==> src/rtl/lane_pkg.sv <==
// lane_pkg
//   Shared constants and helpers for the note lane engine.
//   MAX_MULT    : cap on points awarded per hit
//   COMBO_W     : width of the combo counter
//   COMBO_SHIFT : combo is divided by 2^COMBO_SHIFT to form the multiplier step
//   sat_add     : unsigned add clamped to a ceiling (operands kept below 2^31)
package lane_pkg;

  localparam int MAX_MULT    = 4;
  localparam int COMBO_W     = 8;
  localparam int COMBO_SHIFT = 3;

  function automatic int unsigned sat_add(input int unsigned a,
                                          input int unsigned b,
                                          input int unsigned max_v);
    int unsigned s;
    s = a + b;
    return (s > max_v) ? max_v : s;
  endfunction

endpackage

==> src/rtl/lane_slot.sv <==
// lane_slot
//   One falling-note slot: owns the active flag, the note y position and the
//   key edge register for its lane.
//   Ports:
//     clk_sys     in   clock
//     reset       in   synchronous, active-high
//     frame_tick  in   one-cycle pulse per frame; moves the note
//     spawn       in   load a fresh note at y=0 (only issued while inactive)
//     key         in   lane button level, already synchronised
//     next_x/y    in   pixel scan position
//     active      out  slot holds a note
//     hit         out  key rising edge with the note inside the hit window
//     miss        out  note leaves the window on this frame_tick
//     ghost       out  key rising edge with no note inside the window
//     in_pixel    out  registered: note covers the scan pixel
module lane_slot
  import lane_pkg::*;
#(
  parameter int Y_W     = 10,
  parameter int SPEED   = 2,
  parameter int HIT_Y   = 450,
  parameter int HIT_WIN = 16,
  parameter int NOTE_H  = 32,
  parameter int X_LO    = 160,
  parameter int X_HI    = 240
) (
  input  logic       clk_sys,
  input  logic       reset,
  input  logic       frame_tick,
  input  logic       spawn,
  input  logic       key,
  input  logic [9:0] next_x,
  input  logic [9:0] next_y,
  output logic       active,
  output logic       hit,
  output logic       miss,
  output logic       ghost,
  output logic       in_pixel
);

  localparam int WIN_LO = HIT_Y - HIT_WIN;
  localparam int WIN_HI = HIT_Y + HIT_WIN;

  logic [Y_W-1:0] y;
  logic           key_q;
  logic           key_rise;
  logic           in_win;
  int             y_i;
  int             x_scan;
  int             y_scan;

  always_comb begin
    y_i      = int'(y);
    x_scan   = int'(next_x);
    y_scan   = int'(next_y);
    key_rise = key & ~key_q;
    in_win   = active && (y_i >= WIN_LO) && (y_i <= WIN_HI);
    hit      = key_rise && in_win;
    ghost    = key_rise && !in_win;
    // Judged on the pre-tick position; a hit this cycle suppresses the miss.
    miss     = active && frame_tick && !hit && ((y_i + SPEED) > WIN_HI);
  end

  always_ff @(posedge clk_sys) begin
    if (reset) begin
      active   <= 1'b0;
      y        <= '0;
      key_q    <= 1'b0;
      in_pixel <= 1'b0;
    end else begin
      key_q    <= key;
      in_pixel <= active && (x_scan >= X_LO) && (x_scan < X_HI) &&
                  (y_scan >= y_i) && (y_scan < y_i + NOTE_H);
      if (spawn) begin
        active <= 1'b1;
        y      <= '0;
      end else if (hit || miss) begin
        active <= 1'b0;
        y      <= '0;
      end else if (active && frame_tick) begin
        y <= y + Y_W'(SPEED);
      end
    end
  end

endmodule

==> src/rtl/lane_note_engine.sv <==
// lane_note_engine
//   N-lane falling-note engine: spawn handshake with the pattern list, per-lane
//   note slots, hit/miss judging, score and combo with a capped multiplier.
//   Optional build macro: GHOST_PENALTY_EN -- a key edge with no note in the
//   window clears combo (score untouched, no pulse). Undefined: ignored.
//   Ports:
//     CLOCK_25     in   pixel clock, only clock
//     reset        in   synchronous, active-high
//     frame_tick   in   one pulse per frame
//     spawn_valid  in   pattern list offers a spawn
//     spawn_lanes  in   lanes that receive a new note
//     spawn_ready  out  accepted when spawn_valid && spawn_ready
//     key_in       in   per-lane button levels
//     next_x/y     in   scan position
//     pixel_lane   out  registered per-lane note coverage of the scan pixel
//     score        out  saturating score (SCORE_W kept at or below 30)
//     combo        out  saturating combo count
//     hit_pulse    out  one-cycle pulse per lane hit
//     miss_pulse   out  one-cycle pulse per lane miss
module lane_note_engine
  import lane_pkg::*;
#(
  parameter int N_LANES = 4,
  parameter int Y_W     = 10,
  parameter int SPEED   = 2,
  parameter int HIT_Y   = 450,
  parameter int HIT_WIN = 16,
  parameter int NOTE_H  = 32,
  parameter int X0      = 160,
  parameter int LANE_W  = 80,
  parameter int SCORE_W = 16
) (
  input  logic               CLOCK_25,
  input  logic               reset,
  input  logic               frame_tick,
  input  logic               spawn_valid,
  input  logic [N_LANES-1:0] spawn_lanes,
  output logic               spawn_ready,
  input  logic [N_LANES-1:0] key_in,
  input  logic [9:0]         next_x,
  input  logic [9:0]         next_y,
  output logic [N_LANES-1:0] pixel_lane,
  output logic [SCORE_W-1:0] score,
  output logic [7:0]         combo,
  output logic [N_LANES-1:0] hit_pulse,
  output logic [N_LANES-1:0] miss_pulse
);

  localparam int unsigned SCORE_MAX = (32'd1 << SCORE_W) - 32'd1;
  localparam int unsigned COMBO_MAX = (32'd1 << COMBO_W) - 32'd1;

  logic [N_LANES-1:0] active;
  logic [N_LANES-1:0] hit;
  logic [N_LANES-1:0] miss;
  logic [N_LANES-1:0] ghost;
  logic               spawn_fire;
  logic               combo_clear;
  int unsigned        n_hits;
  int unsigned        pts;
  int unsigned        score_nx;
  int unsigned        combo_nx;

  // Spawns are held off during frame_tick so a new note never moves on its
  // first cycle, and never land on a lane that still holds a note.
  assign spawn_ready = !frame_tick && ((spawn_lanes & active) == '0);
  assign spawn_fire  = spawn_valid && spawn_ready;

  for (genvar i = 0; i < N_LANES; i++) begin : g_lane
    lane_slot #(
      .Y_W    (Y_W),
      .SPEED  (SPEED),
      .HIT_Y  (HIT_Y),
      .HIT_WIN(HIT_WIN),
      .NOTE_H (NOTE_H),
      .X_LO   (X0 + i * LANE_W),
      .X_HI   (X0 + (i + 1) * LANE_W)
    ) u_slot (
      .clk_sys   (CLOCK_25),
      .reset     (reset),
      .frame_tick(frame_tick),
      .spawn     (spawn_fire && spawn_lanes[i]),
      .key       (key_in[i]),
      .next_x    (next_x),
      .next_y    (next_y),
      .active    (active[i]),
      .hit       (hit[i]),
      .miss      (miss[i]),
      .ghost     (ghost[i]),
      .in_pixel  (pixel_lane[i])
    );
  end

`ifdef GHOST_PENALTY_EN
  assign combo_clear = (|miss) || (|ghost);
`else
  logic unused_ghost;
  assign unused_ghost = |ghost;
  assign combo_clear  = |miss;
`endif

  // Every hit in a cycle earns the same points, taken from the combo at the
  // start of the cycle, so the sum is a simple product.
  always_comb begin
    n_hits = $countones(hit);
    pts    = 32'd1 + (32'(combo) >> COMBO_SHIFT);
    if (pts > MAX_MULT) pts = MAX_MULT;
    score_nx = sat_add(32'(score), n_hits * pts, SCORE_MAX);
    combo_nx = combo_clear ? 32'd0 : sat_add(32'(combo), n_hits, COMBO_MAX);
  end

  always_ff @(posedge CLOCK_25) begin
    if (reset) begin
      score      <= '0;
      combo      <= '0;
      hit_pulse  <= '0;
      miss_pulse <= '0;
    end else begin
      score      <= SCORE_W'(score_nx);
      combo      <= 8'(combo_nx);
      hit_pulse  <= hit;
      miss_pulse <= miss;
    end
  end

endmodule

==> config.mk <==
export PLATFORM = sky130hd
export DESIGN_NAME = lane_note_engine
export DESIGN_NICKNAME = d
export VERILOG_FILES = /design/src/rtl/lane_pkg.sv /design/src/rtl/lane_slot.sv /design/src/rtl/lane_note_engine.sv
export SDC_FILE = /design/constraint.sdc
export NUM_CORES = 1
export LEC_CHECK = 0
export BUFFER_PORTS_ARGS = -buffer_cell sky130_fd_sc_hd__buf_4
export CAP_MARGIN = 20
export CORE_MARGIN = 2
export CORE_UTILIZATION = 53
export CTS_BUF_LIST = sky130_fd_sc_hd__clkbuf_8
export DETAILED_ROUTE_END_ITERATION = 6
export GPL_ROUTABILITY_DRIVEN = 0
export GPL_TIMING_DRIVEN = 0
export PLACE_DENSITY_LB_ADDON = 0.05
export SLEW_MARGIN = 10
export SYNTH_ARGS = -nofsm -noshare
export SYNTH_HDL_FRONTEND = slang
export SYNTH_SLANG_ARGS = --single-unit
==> constraint.sdc <==
create_clock -name CLOCK_25 -period 17 [get_ports CLOCK_25]
set_clock_uncertainty 0.2 [all_clocks]
set_input_delay 0.85 -clock CLOCK_25 [delete_from_list [all_inputs] [get_ports CLOCK_25]]
set_output_delay 0.85 -clock CLOCK_25 [all_outputs]
set_load 0.05 [all_outputs]
Word level (Yosys, flattened, before mapping):

Index checks and enable logic that the tools add are counted.
Widths: inputs -> output; s select.

* add/sub/neg operators: 18
* multipliers: 1
* $lt $le $gt $ge: 31
* muxes and demuxes: 11
* bitwise operators: 9
* reductions and logical operators: 65

Operators with widths (number)
* $gt 32x10->1 const B: 4
* $lt 11x32->1: 4
* $ge 10x9->1 const B: 6
* $logic_and 1x1->1: 46
* $add 10x2->11 const B: 4
* $add 10x6->11 const B: 4
* $add 10x2->10 const B: 4
* $ge 10x10->1: 4
* $le 10x9->1 const B: 4
* $add 16x32->32: 1
* $gt 32x16->1 const B: 1
* $mul 3x32->32: 1
* $mux 32: 1
* $lt 10x9->1 const B: 3
* $ge 10x8->1 const B: 2
* $mux 16: 1
* $reduce_or 3->1: 4
* $lt 10x8->1 const B: 1
* $add 8x3->9: 1
* $gt 9x8->1 const B: 1
* $mux 1: 8
* $mux 8: 1
* $reduce_bool 2->1: 4
* $add 1x5->6 const A: 1
* 10 further kinds: 24

* register bits: 84
* input bits: 32
* output and inout bits: 37
* logic and storage cells: 155

Logic depth before layout (Yosys ltp):

Gate-level depths: netlist (run 1).

* word-level depth: 10
* gate-level depth with buffers: 25
* gate-level depth less buffers: 25

Modules after synthesis:

Synthesis (run 1) repeated with hierarchy kept, for this count alone.

* cell total of the unflattened synthesis: 850
* area, all modules: 7402.1 um2

By module, submodules not included
* lane_note_engine: times used 1, cells each 255, area an instance 2314.7 um2, sequential area each 640.6 um2
* lane_slot at g_lane[1].u_slot: times used 1, cells each 145, area an instance 1276.2 um2, sequential area each 240.2 um2
* lane_slot at g_lane[2].u_slot: times used 1, cells each 154, area an instance 1273.7 um2, sequential area each 240.2 um2
* lane_slot at g_lane[0].u_slot: times used 1, cells each 149, area an instance 1272.5 um2, sequential area each 240.2 um2
* lane_slot at g_lane[3].u_slot: times used 1, cells each 147, area an instance 1265.0 um2, sequential area each 240.2 um2

Worst setup path before layout (run 1):

No wires, ideal clock.

* kind: reg-to-reg
* start point: register g_lane[1].u_slot.y[2]
* end point: register score[15]
* setup time: 78 ps
* arrival: 5382 ps
* required time: 16722 ps
* setup slack: 11340 ps
* stages on the path, launching flop included: 25
* buffers on the path: 0
* period minus slack after synthesis: 5660 ps
* path through: dfxtp_1 > inv_1 > ha_1 > and4_1 > and2_1 > a211oi_1 > nor2_1 > inv_1 > fa_1 > inv_1 > ha_1 > ha_1 > inv_1 > or3_1 > fa_1 > fa_1 > inv_1 > fa_1 > a21o_1 > a211oi_1 > nor2_1 > o41ai_2 > nor2_1 > and3b_1 > nor3_1

* cells in the longest elaborated chain, start to end: 10
* elaborated cells between the ends (all ways): 11
* those cells by class: add/sub: 3; mul: 1; order compare: 3; mux: 1; reduce/logical: 3

Ends and longest elaborated chain
* start: declaration: line lane_slot.sv:44 `logic [Y_W-1:0] y;`
* start signal: assignment: line lane_slot.sv:81 `y <= y + Y_W'(SPEED);`
* $ge 10x9->1: line lane_slot.sv:57 `in_win = active && (y_i >= WIN_LO) && (y_i <= WIN_HI);`
* $logic_and 1x1->1: line lane_slot.sv:57
* $logic_and 1x1->1 (*): line lane_slot.sv:57
* $logic_and 1x1->1 (*): line lane_slot.sv:58 `hit = key_rise && in_win;`
* $add 1x1->2 (not written as such) (*): line lane_note_engine.sv:104 `n_hits = $countones(hit);`
* $add 2x2->3 (not written as such) (*): line lane_note_engine.sv:104
* $mul 3x32->32 (*): line lane_note_engine.sv:107 `score_nx = sat_add(32'(score), n_hits * pts, SCORE_MAX);`
* $add 16x32->32 (*): line lane_pkg.sv:17 `s = a + b;`
* $gt 32x16->1: line lane_pkg.sv:18 `return (s > max_v) ? max_v : s;`
* $mux 16 (*): line lane_pkg.sv:18
* end signal: assignment: line lane_note_engine.sv:118 `score <= SCORE_W'(score_nx);`
* end: declaration: line lane_note_engine.sv:43 `output logic [SCORE_W-1:0] score,`

Mark *: on every way between the ends. The rest lies on a longest branch, timed or not.
A chain may end at the register's enable or synchronous reset.

Final worst setup path (run 1):

* start point: register g_lane[1].u_slot.y[2]
* end point: register score[3]

The elaborated chain is that of the path after synthesis.

==> results.yml, run 1 <==
floorplanning:
  die_area_mm2: 0.01360
  num_io_pins: 69
  rows: 41
  die_h_um: 116.6
  coreArea_mm2: 0.01252
  die_width_um: 116.6
  start_util_pct: 53.72
clock_tree:
  cts_buffers: 9
  clk_path_buf_depth: 2
  post_cts_resized: 0
  cts.clk_slew.worst_paths_ns: 0.09
  cts_sinks: 80
  cts_root_buffer: "clkbuf_8"
  cts_hold_buf: 0
  postCtsSetupRepairBufs: 0
  cts_tree: "yes"
  insertion_delay_ns: 0.37
  htreeDepth: 3
sta:
  timing.final.crit_period_ns: 6.324
  min_period_over_period_pct: 37.20
  hold_viol: 0
  worstMarginPinSlew_ns: 0.8448
  max_freq_mhz: 158.1
  grt_setup_unrepaired: "false"
  relSlewSlack_pct: 43.50
  final-max-slew-violation-count: 0
  setup_tns_ns: 0
  layout_setup_ws_ns: 10.68
  finalSetupViolations: 0
route:
  post_drt_wl_per_cell_um: 15.54
  first_pass_iters: 5
  ant_nets: 0
  vias: 5887
  drt_iter0_drc: 365
  post_drt_via_cell_ratio: 5.512
  post-route-drc-count: 0
  wirelength_mm: 16.60
logic_synthesis:
  yosysSeqAreaShare_pct: 23.82
  avgSynthCellArea_um2: 8.291
  synth_top_cell_by_area: "dfxtp_1"
  postSynth.asyncResetShare_pct: 0
  ys_types: 77
  synth_area_mm2: 0.006724
  syn_inst: 811
  synth_top_area_share_pct: 23.82
  synth_area_leaders: "dfxtp_1 24%, ha_1 18%, xnor2_1 8.3%, inv_1 4.6%, nor2_1 4.5%"
  ys_ff_latch: 80
  ys.flop_type: "dfxtp_1"
  yosysWarnings: 0
  synth-edff-count: 0
place:
  hpwl_mm: 12.98
  portBuffers: 62
  place_worst_setup_slack_ns: 10.74
critical_path:
  crit_chain: "inv_1 -> ha_1 -> and4_1 -> and2_1 -> a211oi_1 -> nor2_1 -> inv_1 -> fa_1 -> inv_1 -> ha_1 -> ha_1 -> inv_1 -> or3_1 -> fa_1 -> fa_1 -> inv_1 -> ha_1 -> a21o_1 -> a21oi_1 -> o21ai_0 -> a21oi_1 -> or3_1 -> buf_2 -> a21oi_1"
  cp_common_cell: "inv_1"
  startpoint_type: "flop"
  crit_required_ns: 17.04
  crit_fanout: 10
  cp_slowest_cell: "fa_1"
  worstSetupEndpointType: "flop"
  worstSetupPathType: "flop to flop"
  crit_arrival_ns: 6.37
  crit_path_max_incr_delay_ns: 0.53
status:
  status: "complete, no violations"
grt:
  grt_overflow: 0
  grt_pass1_vias: 5688
  grtUsageTotal_pct: 25.73
  antenna_found_initial: 0
  grt_first_pass_wirelength_mm: 27.39
  grt_max_degree: 14
power:
  irDropWorstVdd_mv: 0.07898
  clockPowerShare_pct: 32.5
  p_comb_share_pct: 27.0
  leakage_nw: 3.125
  p_seq_share_pct: 40.5
  cellInternalPower_mw: 0.3335
  powerDensity_mw_per_mm2: 64.66
  power.switching_mw: 0.1612
  switching_share_pct: 32.59
hold_path:
  min_path_type: "flop to flop"
layout:
  syn2layout_area_growth_pct: 13.79
  drive_gt1_share_pct: 13.28
  nets: 1035
  antenna_cells: 0
job:
  maxCapViolCount: 0
-- sequential cells by signal, indices dropped and copies added, names as in the netlist --
signal / flops
miss_pulse: 4
g_lane.u_slot.in_pixel: 4
g_lane.u_slot.y: 36
hit_pulse: 4
score: 16
g_lane.u_slot.active: 4
combo: 8
g_lane.u_slot.key_q: 4
-- routing by layer --
metal	global-route usage (%)	vias to the layer above	part of all wire (%)
li1	-	2967	-
met1	33.83	2747	46
met2	42.95	137	47
met3	2.854	36	3.4
met4	10.98	0	3.3
met5	0	-	0
-- power groups by stage --
stage	sequential, mW	combinational, mW	clock (mW)
after detailed placement	0.205	0.131	0
after floorplan	0.224	0.0776	0
after global placement	0.205	0.129	0
after global routing	0.202	0.150	0.173
after CTS	0.200	0.132	0.166
final	0.200	0.133	0.161
-- worst max-delay path: cells and delay by family, from the launching register on --
family	cells	cell delay [ns]
adder cells (fa/ha/maj)	7	2.27
AO/OA/AOI/OAI	6	1.33
AND/OR/NAND/NOR	5	1.17
buffers and inverters	6	0.76
flip-flops	1	0.50
-- through the flow --
step	utilization [%]	power [mW]	hold WS, ns	std cells	area, um^2
after floorplan	-	0.3016	0.2827	818	6750
after global placement	59.37	0.3333	0.3129	1052	7431
after detailed placement	59.37	0.3360	0.3157	1052	7431
after CTS	61.13	0.4984	0.3270	1068	7651
after global routing	61.13	0.5248	0.3628	1068	7651
final	61.13	0.4947	0.3349	1068	7651
-- cell usage after synthesis, drive strengths merged, types with 3 or more instances --
| cell type | count |
|---|---|
| o21a | 4 |
| nor2 | 81 |
| and4 | 3 |
| ha | 99 |
| clkbuf | 9 |
| fa | 13 |
| or3 | 8 |
| nor3b | 6 |
| nand2b | 7 |
| o311ai | 3 |
| nand2 | 46 |
| nor2b | 19 |
| a211o | 3 |
| a21o | 10 |
| a2111oi | 3 |
| a211oi | 10 |
| xor2 | 8 |
| xnor2 | 64 |
| nand3 | 31 |
| and3 | 3 |
| and2 | 6 |
| inv | 85 |
| nor3 | 23 |
| a31oi | 8 |
| nand4 | 17 |
| dfxtp | 80 |
| nor4 | 4 |
| o21ai | 22 |
| o211ai | 5 |
| o31ai | 5 |
| a21oi | 57 |
| mux2i | 3 |
| o2111ai | 3 |
| buf | 20 |
| o22ai | 4 |
-- layout make-up --
cell class / instances / area [um^2]
Buffer: 29 / 171.4
Tap cell: 172 / 215.2
Sequential cell: 80 / 1602
Timing Repair Buffer: 62 / 465.4
Inverter: 86 / 322.8
Clock inverter: 6 / 82.58
Fill cell: 1158 / 4866
Multi-Input combinational cell: 623 / 4654
Clock buffer: 10 / 137.6
-- final timing paths --
check | start | end | slack, ns | depth (start not counted)
worst max-delay path | g_lane[1].u_slot.y[2] | score[3] | 10.68 | 24
worst min-delay path | g_lane[3].u_slot.y[2] | g_lane[3].u_slot.y[2] | 0.33 | 2
worst max register to register | g_lane[1].u_slot.y[2] | score[3] | 10.68 | 24
worst min register to register | g_lane[3].u_slot.y[2] | g_lane[3].u_slot.y[2] | 0.33 | 2
-- cells in the final DEF (no fill, tap or decap), drive strengths merged, types with 7 or more instances in the layout --
master,instances
nand4,17
or3,8
nor3,23
nand3,31
a211oi,10
ha,99
o21ai,22
inv,85
xor2,8
nand2,46
a21oi,57
nand2b,7
dfxtp,80
fa,13
a31oi,8
nor2b,19
nor2,81
xnor2,64
clkbuf,19
a21o,10
conb,9
buf,82
-- cells by family (layout without fill, tap and decap cells) --
group | count (synthesis) | after routing | share of synthesized area (%)
XOR/XNOR | 72 | 72 | 9.379
adder cells (fa/ha/maj) | 112 | 112 | 22.29
AO/OA/AOI/OAI | 162 | 162 | 16.23
buffers and inverters | 115 | 193 | 7.350
other | 2 | 9 | 0.1117
multiplexers | 3 | 3 | 0.4466
AND/OR/NAND/NOR | 265 | 265 | 20.38
flip-flops | 80 | 80 | 23.82
No activity file was read; power rests on OpenSTA's default activity.
==> run 2, diff against run 1 <==
Clock period 17 ns to 6.2 ns, I/O delays scaled along.
==> run 2 against run 1 <==
  * Fmax grew 8.0%
  * Setup slack lost 10 ns
  * Critical path depth shrank 2
  * Global-route usage grew 0.12 points
  * Highest routed layer unchanged
==> results.yml, run 2 (synthesis results as in run 1) <==
sta:
  layout_setup_ws_ns: 0.3444
  timing.final.crit_period_ns: 5.856
  max_freq_mhz: 170.8
  min_period_over_period_pct: 94.45
  hold_viol: 0
  worstMarginPinSlew_ns: 0.8345
  setup_tns_ns: 0
  finalSetupViolations: 0
  relSlewSlack_pct: 44.19
  final-max-slew-violation-count: 0
layout:
  top_regs: "g_lane.u_slot.y: 36 flops, score: 16 flops, combo: 8 flops"
  antenna_cells: 0
  syn2layout_area_growth_pct: 15.82
  final_common_cell: "ha_1"
  fin_util_pct: 62.22
  drive_gt1_share_pct: 15.38
  most-common-layout-cells: "99 x ha_1, 80 x nor2_1, 79 x inv_1"
  regMostFlops: "g_lane.u_slot.y"
  fin_cells: 1076
  nets: 1043
  largest_reg_flops: 36
critical_path:
  timing.rr.end: "score[3]"
  startpoint_type: "flop"
  reg2reg_depth: 22
  crit_required_ns: 6.24
  rrSetupSlack_ns: 0.34
  crit_fanout: 10
  crit_arrival_ns: 5.90
  worstSetupPathType: "flop to flop"
  worstSetupEndpointType: "flop"
  r2r_start: "g_lane[0].u_slot.y[1]"
route:
  vias: 5925
  post-route-drc-count: 0
  drt_iter0_drc: 342
  post_drt_wl_per_cell_um: 15.55
  ant_nets: 0
  first_pass_iters: 5
  post_drt_via_cell_ratio: 5.507
  wirelength_mm: 16.73
clock_tree:
  cts.clk_slew.worst_paths_ns: 0.09
  htreeDepth: 3
  cts_tree: "yes"
  cts_root_buffer: "clkbuf_8"
  cts_buffers: 9
  clk_path_buf_depth: 2
  insertion_delay_ns: 0.37
  cts_sinks: 80
grt:
  grtUsageTotal_pct: 25.85
  antenna_found_initial: 0
  grt_pass1_vias: 5733
  grt_max_degree: 14
  grt_overflow: 0
  grt_first_pass_wirelength_mm: 27.54
hold_path:
  hold_end: "g_lane[3].u_slot.in_pixel"
  holdPathStages: 3
  min_path_type: "input port to flop"
  hold_start: "next_x[7]"
floorplanning:
  start_util_pct: 53.72
  rows: 41
  die_width_um: 116.6
  coreArea_mm2: 0.01252
  num_io_pins: 69
  die_area_mm2: 0.01360
  die_h_um: 116.6
power:
  powerDensity_mw_per_mm2: 175.5
  leakage_nw: 3.158
  irDropWorstVdd_mv: 0.2170
  power_mw: 1.367
place:
  place_worst_setup_slack_ns: -0.06270
  hpwl_mm: 12.98
  dp.cells: 1052
  portBuffers: 62
job:
  maxCapViolCount: 0
status:
  status: "complete, no violations"
run 2: cell types whose count changed in the layout (fill, tap and decap cells not counted), moves of 2 or more:
cell,before,now
buf_4,72,74
clkbuf_4,0,2
a21oi_1,57,54
a21oi_2,0,3
dfxtp_1,80,78
a211oi_1,10,8
dlygate4sd3_1,0,6
clkbuf_1,9,7
inv_1,82,79
inv_2,3,6
a211oi_2,0,2
run 2: cell type report:
| class | instances | area (um^2) |
|---|---|---|
| clock inverters | 6 | 82.58 |
| clock buffers | 10 | 137.6 |
| repair buffers | 70 | 540.5 |
| flip-flops and latches | 80 | 1607 |
| multi-input cells | 623 | 4703 |
| well taps | 172 | 215.2 |
| plain buffers | 29 | 178.9 |
| fillers | 1158 | 4730 |
| inverters | 86 | 322.8 |
run 2: routing by layer:
layer	share of wire [%]	GRT usage (%)	wire length [um]
met4	3.2	10.98	543
met5	0	0	0
met2	47	43.33	7913
met1	46	33.86	7708
met3	3.4	2.854	564
run 2: report_power, final:
part,switching (mW),internal [mW]
sequential,0.0157,0.533
combinational,0.225,0.152
clock,0.206,0.236
total,0.446,0.921
run 2: worst max-delay path, cell delays in order (launching register included):
cell,delay (ns)
dfxtp_1,0.42
or3_1,0.43
a21o_1,0.20
o311ai_2,0.08
o2111a_2,0.30
inv_1,0.10
fa_1,0.43
inv_1,0.06
ha_1,0.14
ha_1,0.17
inv_1,0.07
or3_1,0.37
fa_1,0.48
fa_1,0.52
inv_1,0.07
ha_1,0.30
a21o_1,0.17
a21oi_2,0.22
o21ai_0,0.15
a21oi_2,0.26
or3_1,0.22
buf_2,0.26
a21oi_1,0.10
run 2: stage by stage:
stage / instance area (um^2) / hold WS [ns]
2_1_floorplan: 6750 / 0.2356
3_3_place_gp: 7431 / 0.3129
3_5_place_dp: 7431 / 0.3157
4_1_cts: 7716 / 0.008642
5_1_grt: 7787 / 0.02355
6_report: 7787 / 0.02565
run 2: worst max path at each step:
stage	startpoint	depth (start not counted)	endpoint
floorplan	g_lane[1].u_slot.y[2]	24	score[15]
global placement	g_lane[1].u_slot.y[2]	24	score[15]
detailed placement	g_lane[1].u_slot.y[2]	24	score[6]
CTS	g_lane[1].u_slot.y[2]	24	score[15]
global route	g_lane[0].u_slot.y[1]	22	score[7]
finish	g_lane[0].u_slot.y[1]	22	score[3]
run 2: timing repair:
| action | CTS | global route |
|---|---|---|
| endpoints found under the hold margin | 6 | 0 |
| endpoints found under the setup margin | 11 | 16 |
| setup buffers | 0 | 2 |
| hold buffers | 6 | 0 |
| pin swaps | 0 | 4 |
| gates resized for setup | 2 | 24 |
